[config.mk]
export PLATFORM = sky130hd
export DESIGN_NAME = mmio_uart_tx
export DESIGN_NICKNAME = d
export VERILOG_FILES = /design/src/rtl/mmio_uart_pkg.sv /design/src/rtl/uart_tx_fifo.sv /design/src/rtl/mmio_uart_tx.sv
export SDC_FILE = /design/constraint.sdc
export NUM_CORES = 1
export LEC_CHECK = 0
export ABC_AREA = 0
export BUFFER_PORTS_ARGS = -buffer_cell sky130_fd_sc_hd__buf_4
export CORE_MARGIN = 2
export CORE_UTILIZATION = 57
export DETAILED_ROUTE_END_ITERATION = 6
export HOLD_SLACK_MARGIN = 0.03
export PLACE_DENSITY = 0.84
export SYNTH_ARGS = -nofsm -noshare
export SYNTH_HDL_FRONTEND = slang
export SYNTH_SLANG_ARGS = --single-unit
[constraint.sdc]
create_clock -name CLK -period 3.44 [get_ports CLK]
set_input_delay 0.516 -clock CLK [delete_from_list [all_inputs] [get_ports CLK]]
set_output_delay 0.516 -clock CLK [all_outputs]
set_load 0.005 [all_outputs]
[src/rtl/mmio_uart_pkg.sv]
// mmio_uart_pkg: shared definitions for the memory-mapped UART transmitter.
//   - bus command codes (READ_WRITE_EN)
//   - register offsets within the 16-byte window
//   - STATUS / CTRL bit positions
//   - serializer FSM state encoding
// Optional feature macro: UART_TX_PARITY_EN (PARITY state, CTRL.PEN/ODD).
package mmio_uart_pkg;

  // Bus commands
  localparam logic [3:0] RW_NOP = 4'b0000;
  localparam logic [3:0] RW_LW  = 4'b0001;
  localparam logic [3:0] RW_SW  = 4'b0010;
  localparam logic [3:0] RW_SB  = 4'b0011;

  // Register offsets (ADDRESS[3:0])
  localparam logic [3:0] OFF_TXDATA = 4'h0;
  localparam logic [3:0] OFF_STATUS = 4'h4;
  localparam logic [3:0] OFF_CTRL   = 4'h8;
  localparam logic [3:0] OFF_BAUD   = 4'hC;

  // STATUS bits
  localparam int unsigned ST_FULL_BIT  = 0;
  localparam int unsigned ST_EMPTY_BIT = 1;
  localparam int unsigned ST_BUSY_BIT  = 2;
  localparam int unsigned ST_OVR_BIT   = 3;
  localparam int unsigned ST_COUNT_LSB = 8;
  localparam int unsigned ST_COUNT_W   = 6;

  // CTRL bits
  localparam int unsigned CTRL_EN_BIT    = 0;
  localparam int unsigned CTRL_IE_BIT    = 1;
  localparam int unsigned CTRL_FLUSH_BIT = 2;
  localparam int unsigned CTRL_PEN_BIT   = 3;
  localparam int unsigned CTRL_ODD_BIT   = 4;

  // Serializer FSM encoding
  localparam logic [2:0] S_IDLE   = 3'd0;
  localparam logic [2:0] S_START  = 3'd1;
  localparam logic [2:0] S_DATA   = 3'd2;
  localparam logic [2:0] S_PARITY = 3'd3;
  localparam logic [2:0] S_STOP   = 3'd4;

endpackage

[src/rtl/uart_tx_fifo.sv]
// uart_tx_fifo: synchronous byte FIFO for the UART transmitter.
// Ports:
//   clk_i, rst_ni      clock, asynchronous active-low reset
//   push_i, wdata_i    enqueue request and data (dropped when full unless popping)
//   pop_i              dequeue request (ignored when empty)
//   flush_i            empties the FIFO on this edge; overrides push
//   rdata_o            head entry (combinational)
//   full_o, empty_o    occupancy flags
//   count_o            number of valid entries
module uart_tx_fifo
  import mmio_uart_pkg::*;
#(
  parameter int unsigned DEPTH = 8
) (
  input  logic                         clk_i,
  input  logic                         rst_ni,
  input  logic                         push_i,
  input  logic                         pop_i,
  input  logic                         flush_i,
  input  logic [7:0]                   wdata_i,
  output logic [7:0]                   rdata_o,
  output logic                         full_o,
  output logic                         empty_o,
  output logic [$clog2(DEPTH):0]       count_o
);

  localparam int unsigned AW = $clog2(DEPTH);
  localparam int unsigned CW = AW + 1;

  logic [7:0]    mem_q [DEPTH];
  logic [AW-1:0] wptr_q, rptr_q;
  logic [CW-1:0] count_q;
  logic          do_push, do_pop;

  assign full_o  = (count_q == CW'(DEPTH));
  assign empty_o = (count_q == '0);
  assign count_o = count_q;
  assign rdata_o = mem_q[rptr_q];

  // A pop on the same edge frees the slot, so a push while full is accepted.
  assign do_pop  = pop_i & ~empty_o;
  assign do_push = push_i & (~full_o | do_pop);

  always_ff @(posedge clk_i or negedge rst_ni) begin
    if (!rst_ni) begin
      wptr_q  <= '0;
      rptr_q  <= '0;
      count_q <= '0;
    end else if (flush_i) begin
      wptr_q  <= '0;
      rptr_q  <= '0;
      count_q <= '0;
    end else begin
      if (do_push) wptr_q <= wptr_q + 1'b1;
      if (do_pop)  rptr_q <= rptr_q + 1'b1;
      count_q <= count_q + CW'(do_push) - CW'(do_pop);
    end
  end

  always_ff @(posedge clk_i) begin
    if (do_push && !flush_i) mem_q[wptr_q] <= wdata_i;
  end

endmodule

[src/rtl/mmio_uart_tx.sv]
// mmio_uart_tx: memory-mapped 8N1 UART transmitter on the CPU data bus.
// Ports:
//   CLK            system clock (rising edge)
//   RESET          asynchronous active-low reset
//   READ_WRITE_EN  bus command (RW_* in mmio_uart_pkg)
//   ADDRESS        byte address; window at BASE_ADDR, 16 bytes
//   WRITEDATA      store data
//   READDATA       combinational load data (0 unless an LW hits the window)
//   SEL            ADDRESS[31:4] matches BASE_ADDR[31:4]
//   TX_OUT         serial line, idle high
//   IRQ            registered CTRL.IE & FIFO empty & FSM idle
// Optional feature macro: UART_TX_PARITY_EN adds CTRL.PEN/ODD and a parity bit.
module mmio_uart_tx
  import mmio_uart_pkg::*;
#(
  parameter logic [31:0] BASE_ADDR   = 32'h0000_0100,
  parameter int unsigned FIFO_DEPTH  = 8,
  parameter logic [15:0] DEFAULT_DIV = 16'd4
) (
  input  logic        CLK,
  input  logic        RESET,
  input  logic [3:0]  READ_WRITE_EN,
  input  logic [31:0] ADDRESS,
  input  logic [31:0] WRITEDATA,
  output logic [31:0] READDATA,
  output logic        SEL,
  output logic        TX_OUT,
  output logic        IRQ
);

  localparam int unsigned CW = $clog2(FIFO_DEPTH) + 1;

  logic        aligned, is_wr, is_rd;
  logic        wr_tx, wr_status, wr_ctrl, wr_baud;
  logic [15:0] baud_new;

  logic        en_q, ie_q, flush_q, ovr_q, irq_q, tx_q;
  logic        ovr_d, flush_d, irq_d, tx_d;
  logic [15:0] baud_q, baud_d;
  logic [2:0]  state_q, state_d;
  logic [15:0] cnt_q, cnt_d;
  logic [2:0]  idx_q, idx_d;
  logic [7:0]  shreg_q, shreg_d;
`ifdef UART_TX_PARITY_EN
  logic        pen_q, odd_q;
`endif

  logic          fifo_pop, fifo_full, fifo_empty;
  logic [7:0]    fifo_rdata;
  logic [CW-1:0] fifo_count;
  logic          unused_wd;

  assign unused_wd = ^WRITEDATA[31:16];

  // Bus decode
  assign SEL       = (ADDRESS[31:4] == BASE_ADDR[31:4]);
  assign aligned   = (ADDRESS[1:0] == 2'b00);
  assign is_wr     = SEL & aligned & ((READ_WRITE_EN == RW_SW) | (READ_WRITE_EN == RW_SB));
  assign is_rd     = SEL & aligned & (READ_WRITE_EN == RW_LW);
  assign wr_tx     = is_wr & (ADDRESS[3:0] == OFF_TXDATA);
  assign wr_status = is_wr & (ADDRESS[3:0] == OFF_STATUS);
  assign wr_ctrl   = is_wr & (ADDRESS[3:0] == OFF_CTRL);
  assign wr_baud   = is_wr & (ADDRESS[3:0] == OFF_BAUD);

  uart_tx_fifo #(.DEPTH(FIFO_DEPTH)) u_fifo (
    .clk_i   (CLK),
    .rst_ni  (RESET),
    .push_i  (wr_tx),
    .pop_i   (fifo_pop),
    .flush_i (flush_q),
    .wdata_i (WRITEDATA[7:0]),
    .rdata_o (fifo_rdata),
    .full_o  (fifo_full),
    .empty_o (fifo_empty),
    .count_o (fifo_count)
  );

  // Byte stores only touch lane 0; a zero divisor is clamped to 1.
  assign baud_new = (READ_WRITE_EN == RW_SB) ? {baud_q[15:8], WRITEDATA[7:0]} : WRITEDATA[15:0];

  always_comb begin
    baud_d = baud_q;
    if (wr_baud) baud_d = (baud_new == '0) ? 16'd1 : baud_new;
    // FLUSH is latched for one cycle and empties the FIFO on the following edge.
    flush_d = wr_ctrl & WRITEDATA[CTRL_FLUSH_BIT];
    ovr_d = ovr_q;
    if (wr_status && WRITEDATA[ST_OVR_BIT]) ovr_d = 1'b0;
    if (wr_tx && fifo_full && !fifo_pop && !flush_q) ovr_d = 1'b1;
    irq_d = ie_q & fifo_empty & (state_q == S_IDLE);
  end

  // Serializer: each bit loads cnt with DIV-1 from the current BAUD value.
  always_comb begin
    state_d  = state_q;
    cnt_d    = cnt_q;
    idx_d    = idx_q;
    shreg_d  = shreg_q;
    tx_d     = tx_q;
    fifo_pop = 1'b0;
    case (state_q)
      S_IDLE: begin
        tx_d = 1'b1;
        if (en_q && !fifo_empty) begin
          fifo_pop = 1'b1;
          shreg_d  = fifo_rdata;
          state_d  = S_START;
          tx_d     = 1'b0;
          cnt_d    = baud_q - 16'd1;
        end
      end
      S_START: begin
        if (cnt_q == '0) begin
          state_d = S_DATA;
          idx_d   = '0;
          tx_d    = shreg_q[0];
          cnt_d   = baud_q - 16'd1;
        end else cnt_d = cnt_q - 16'd1;
      end
      S_DATA: begin
        if (cnt_q == '0) begin
          cnt_d = baud_q - 16'd1;
          if (idx_q == 3'd7) begin
`ifdef UART_TX_PARITY_EN
            if (pen_q) begin
              state_d = S_PARITY;
              tx_d    = (^shreg_q) ^ odd_q;
            end else begin
              state_d = S_STOP;
              tx_d    = 1'b1;
            end
`else
            state_d = S_STOP;
            tx_d    = 1'b1;
`endif
          end else begin
            idx_d = idx_q + 3'd1;
            tx_d  = shreg_q[idx_q + 3'd1];
          end
        end else cnt_d = cnt_q - 16'd1;
      end
`ifdef UART_TX_PARITY_EN
      S_PARITY: begin
        if (cnt_q == '0) begin
          state_d = S_STOP;
          tx_d    = 1'b1;
          cnt_d   = baud_q - 16'd1;
        end else cnt_d = cnt_q - 16'd1;
      end
`endif
      S_STOP: begin
        if (cnt_q == '0) begin
          if (en_q && !fifo_empty) begin
            fifo_pop = 1'b1;
            shreg_d  = fifo_rdata;
            state_d  = S_START;
            tx_d     = 1'b0;
            cnt_d    = baud_q - 16'd1;
          end else begin
            state_d = S_IDLE;
            tx_d    = 1'b1;
          end
        end else cnt_d = cnt_q - 16'd1;
      end
      default: begin
        state_d = S_IDLE;
        tx_d    = 1'b1;
      end
    endcase
  end

  always_ff @(posedge CLK or negedge RESET) begin
    if (!RESET) begin
      en_q    <= 1'b0;
      ie_q    <= 1'b0;
      flush_q <= 1'b0;
      ovr_q   <= 1'b0;
      irq_q   <= 1'b0;
      tx_q    <= 1'b1;
      baud_q  <= DEFAULT_DIV;
      state_q <= S_IDLE;
      cnt_q   <= '0;
      idx_q   <= '0;
      shreg_q <= '0;
`ifdef UART_TX_PARITY_EN
      pen_q   <= 1'b0;
      odd_q   <= 1'b0;
`endif
    end else begin
      if (wr_ctrl) begin
        en_q  <= WRITEDATA[CTRL_EN_BIT];
        ie_q  <= WRITEDATA[CTRL_IE_BIT];
`ifdef UART_TX_PARITY_EN
        pen_q <= WRITEDATA[CTRL_PEN_BIT];
        odd_q <= WRITEDATA[CTRL_ODD_BIT];
`endif
      end
      flush_q <= flush_d;
      ovr_q   <= ovr_d;
      irq_q   <= irq_d;
      tx_q    <= tx_d;
      baud_q  <= baud_d;
      state_q <= state_d;
      cnt_q   <= cnt_d;
      idx_q   <= idx_d;
      shreg_q <= shreg_d;
    end
  end

  always_comb begin
    READDATA = '0;
    if (is_rd) begin
      case (ADDRESS[3:0])
        OFF_STATUS: begin
          READDATA[ST_FULL_BIT]  = fifo_full;
          READDATA[ST_EMPTY_BIT] = fifo_empty;
          READDATA[ST_BUSY_BIT]  = (state_q != S_IDLE);
          READDATA[ST_OVR_BIT]   = ovr_q;
          READDATA[ST_COUNT_LSB +: ST_COUNT_W] = ST_COUNT_W'(fifo_count);
        end
        OFF_CTRL: begin
          READDATA[CTRL_EN_BIT] = en_q;
          READDATA[CTRL_IE_BIT] = ie_q;
`ifdef UART_TX_PARITY_EN
          READDATA[CTRL_PEN_BIT] = pen_q;
          READDATA[CTRL_ODD_BIT] = odd_q;
`endif
        end
        OFF_BAUD: READDATA[15:0] = baud_q;
        default:  READDATA = '0;
      endcase
    end
  end

  assign TX_OUT = tx_q;
  assign IRQ    = irq_q;

endmodule

==> impl_metrics.yaml <==
outcome:
  status: "complete, no violations"
critical_path:
  cp.arrival_ns: 3.54
  crit_top_cell: "ha_1"
  crit_required_ns: 3.73
  start_kind: "flip-flop"
  crit_type: "flip-flop to flip-flop"
  worst_path_max_delay_cell: "or4b_4"
  rr_worst_depth: 10
  r2r_end: "u_fifo.count_o[2]"
  cp_max_fo: 5
  worstSetupEndpointType: "flip-flop"
  r2r_start: "cnt_q[0]"
  r2r_slack_ns: 0.19
  path_cells: "inv_1 -> ha_1 -> or4b_4 -> o41ai_4 -> and2_1 -> xor2_1 -> ha_1 -> fa_1 -> xnor2_1 -> nor2_1"
  slowest_delay_ns: 0.52
floorplanning:
  initial_utilization_pct: 58.7
  die_y_um: 113
  rows: 39
  core_mm2: 0.0115
  die_width_um: 113
  dieArea_mm2: 0.0127
  ios: 105
pwr:
  powerDensity_mw_per_mm2: 425
  leakage_nw: 3.38
  vdd_ir_drop_max_v: 0.000508
global_routing:
  grt_max_degree: 63
  grt_pass1_wl_mm: 29.3
  grt_pass1_vias: 5451
  track_usage_pct: 30.0
  antenna_found_initial: 0
  grt_overflow: 0
routing:
  finalWirelength_mm: 18.2
  drcViolationCount: 0
  vias_per_cell: 6.49
  wl_per_cell_um: 22.3
  vias: 5284
  drt_iter0_drc: 503
  drt_first_pass_iters: 6
  drt.antenna.violating_nets: 0
sta:
  max-slew-margin-rel_pct: 35.7
  fin_ws_ns: 0.189
  tightest_slew_ns: 0.951
  period_share_pct: 94.5
  slew_viol_final: 0
  fin_skew_ns: 0.0107
  hold_viol: 0
  rsz0062_at_grt: "false"
  max_freq_mhz: 308
  period_needed_ns: 3.25
  setup_violations: 0
  finalSetupTns_ns: 0
finish:
  antenna_cells: 0
  nets: 741
  synthToLayoutAreaGrowth_pct: 18.9
  layout-drive-gt1-share_pct: 27.1
cts:
  postCtsSetupBuffers: 0
  clock_latency_ns: 0.43
  cts_buffer_depth: 2
  clock_sink_count: 126
  clkSlewWorstSetupHoldPaths_ns: 0.06
  root_buffer: "clkbuf_16"
  cts_buffers: 17
  cts_tree: "built"
  h-tree-depth: 4
  cts_hold_buf: 0
synthesis:
  yosysWarnings: 0
  synthFlopType: "edfxtp_1"
  async_flop_share_pct: 49.2
  syn-cell-area_mm2: 0.00673
  yosysUniqueCellTypes: 71
  synth-seq-cells: 126
  synth-edff-count: 64
  syn_inst: 572
  synth-seq-area-share_pct: 51.6
  synth_area_per_cell_um2: 11.8
worst_hold_path:
  hold_class: "input pin to async pin"
place:
  gp_congestion: 0.934
  pre_cts_ws_ns: 0.174
  port_buffers: 72
  dpl.hpwl_mm: 12.2
flow_run:
  cap_viol_max_count: 0
worst max-delay path: cells and delay by family (launching register included):
kind / cells / cell delay (ns)
flops: 1 / 0.42
buf+inv: 1 / 0.14
fa+ha+maj: 3 / 0.88
compound gates: 1 / 0.45
simple gates: 3 / 0.88
xor+xnor: 2 / 0.35
metal layers:
metal / routed length (um) / vias to the layer above / track usage, %
met2: 9500 / 262 / 51.3
met4: 456 / 0 / 11.1
li1: - / 2351 / -
met5: 0 / - / 0
met3: 1170 / 44 / 6.91
met1: 7060 / 2627 / 37.4
state kept, by name, indices dropped and copies added, names as in the netlist:
name and cells:
u_fifo.count_o 4, en_q 1, u_fifo.wptr_q 3, cnt_q 16, flush_q 1, shreg_q 8
baud_q 16, idx_q 3, IRQ 1, ovr_q 1, u_fifo.rptr_q 3, ie_q 1
TX_OUT 1, state_q 3, u_fifo.mem_q 64
kinds of logic after synthesis:
family | count (synthesis) | synth area share [%]
AOI/OAI and AO/OA | 108 | 11.2
xor gates and xnor gates | 20 | 2.60
adders and majority gates | 14 | 2.68
buffers and inverters | 59 | 4.67
DFF | 126 | 51.6
muxes | 49 | 11.0
other | 1 | 0.0557
and+or+nand+nor | 195 | 16.1
cell usage in the layout (no fill, tap or decap), types with 12 or more instances in the layout:
| cell type | count |
|---|---|
| buf_4 | 94 |
| edfxtp_1 | 64 |
| dfrtp_1 | 60 |
| nor2_1 | 47 |
| nand2_1 | 24 |
| nor4_1 | 23 |
| nor3_1 | 23 |
| a21oi_1 | 22 |
| mux2_2 | 20 |
| o21ai_0 | 18 |
| mux4_2 | 18 |
| inv_1 | 17 |
| clkbuf_16 | 17 |
| conb_1 | 16 |
| ha_1 | 12 |
cell type report:
type / count / area [um2]
Tap cell: 143 / 179
Fill cell: 747 / 3470
Inverter: 17 / 63.8
Clock inverter: 14 / 131
Clock buffer: 18 / 429
Sequential cell: 126 / 3480
Timing Repair Buffer: 94 / 706
Multi-Input combinational cell: 402 / 3010
where the power goes:
| part | internal, W | switching, W |
|---|---|---|
| Clock | 0.00100 | 0.000707 |
| Combinational | 0.0000453 | 0.0000583 |
| Sequential | 0.00159 | 0.000000000411 |
Yosys cell counts (all sizes together), types with 4 or more instances:
cell | instances | area share (%)
a21oi | 22 | 1.6
a22o | 9 | 1.2
a22oi | 8 | 0.89
and2 | 9 | 0.84
and3 | 4 | 0.37
buf | 27 | 2.9
clkbuf | 15 | 0.84
dfrtp | 60 | 22
edfxtp | 64 | 29
ha | 12 | 2.2
inv | 17 | 0.95
mux2 | 20 | 3.3
mux2i | 11 | 1.6
mux4 | 18 | 6.0
nand2 | 25 | 1.4
nand2b | 9 | 0.84
nand3 | 9 | 0.67
nand4 | 7 | 0.65
nor2 | 47 | 2.6
nor3 | 23 | 1.7
nor4 | 26 | 2.9
nor4b | 5 | 0.65
o21ai | 19 | 1.5
o22ai | 8 | 0.74
o41ai | 4 | 0.63
or2 | 4 | 0.37
or3 | 8 | 0.74
or4 | 6 | 0.73
xnor2 | 9 | 1.2
xor2 | 11 | 1.4
per-stage QoR:
step           util, %  power (W)  instance area [um2]  hold WS (ns)  std cells
3_5_place_dp      64.8    0.00172                 7430         0.500        782
2_1_floorplan        -    0.00165                 6790         0.220        587
4_1_cts           69.7    0.00341                 7990         0.218        814
3_3_place_gp      64.8    0.00171                 7430         0.486        782
5_1_grt           69.8    0.00348                 8000         0.260        814
6_report          69.8    0.00340                 8000         0.178        814
worst max-delay path by stage:
| stage | startpoint | to | cells past startpoint |
|---|---|---|---|
| floorplan | cnt_q[0] | u_fifo.mem_q[0][0] | 7 |
| global placement | cnt_q[0] | u_fifo.count_o[3] | 11 |
| detailed placement | cnt_q[0] | u_fifo.count_o[1] | 9 |
| CTS | cnt_q[0] | u_fifo.count_o[2] | 10 |
| global route | cnt_q[0] | u_fifo.count_o[1] | 9 |
| finish | cnt_q[0] | u_fifo.count_o[2] | 10 |
repair_timing:
action                     in CTS  in global routing
setup endpoints to repair       0                  3
hold endpoints to repair        0                  0
resized for setup               0                  1
No activity file was read; power rests on OpenSTA's default activity.
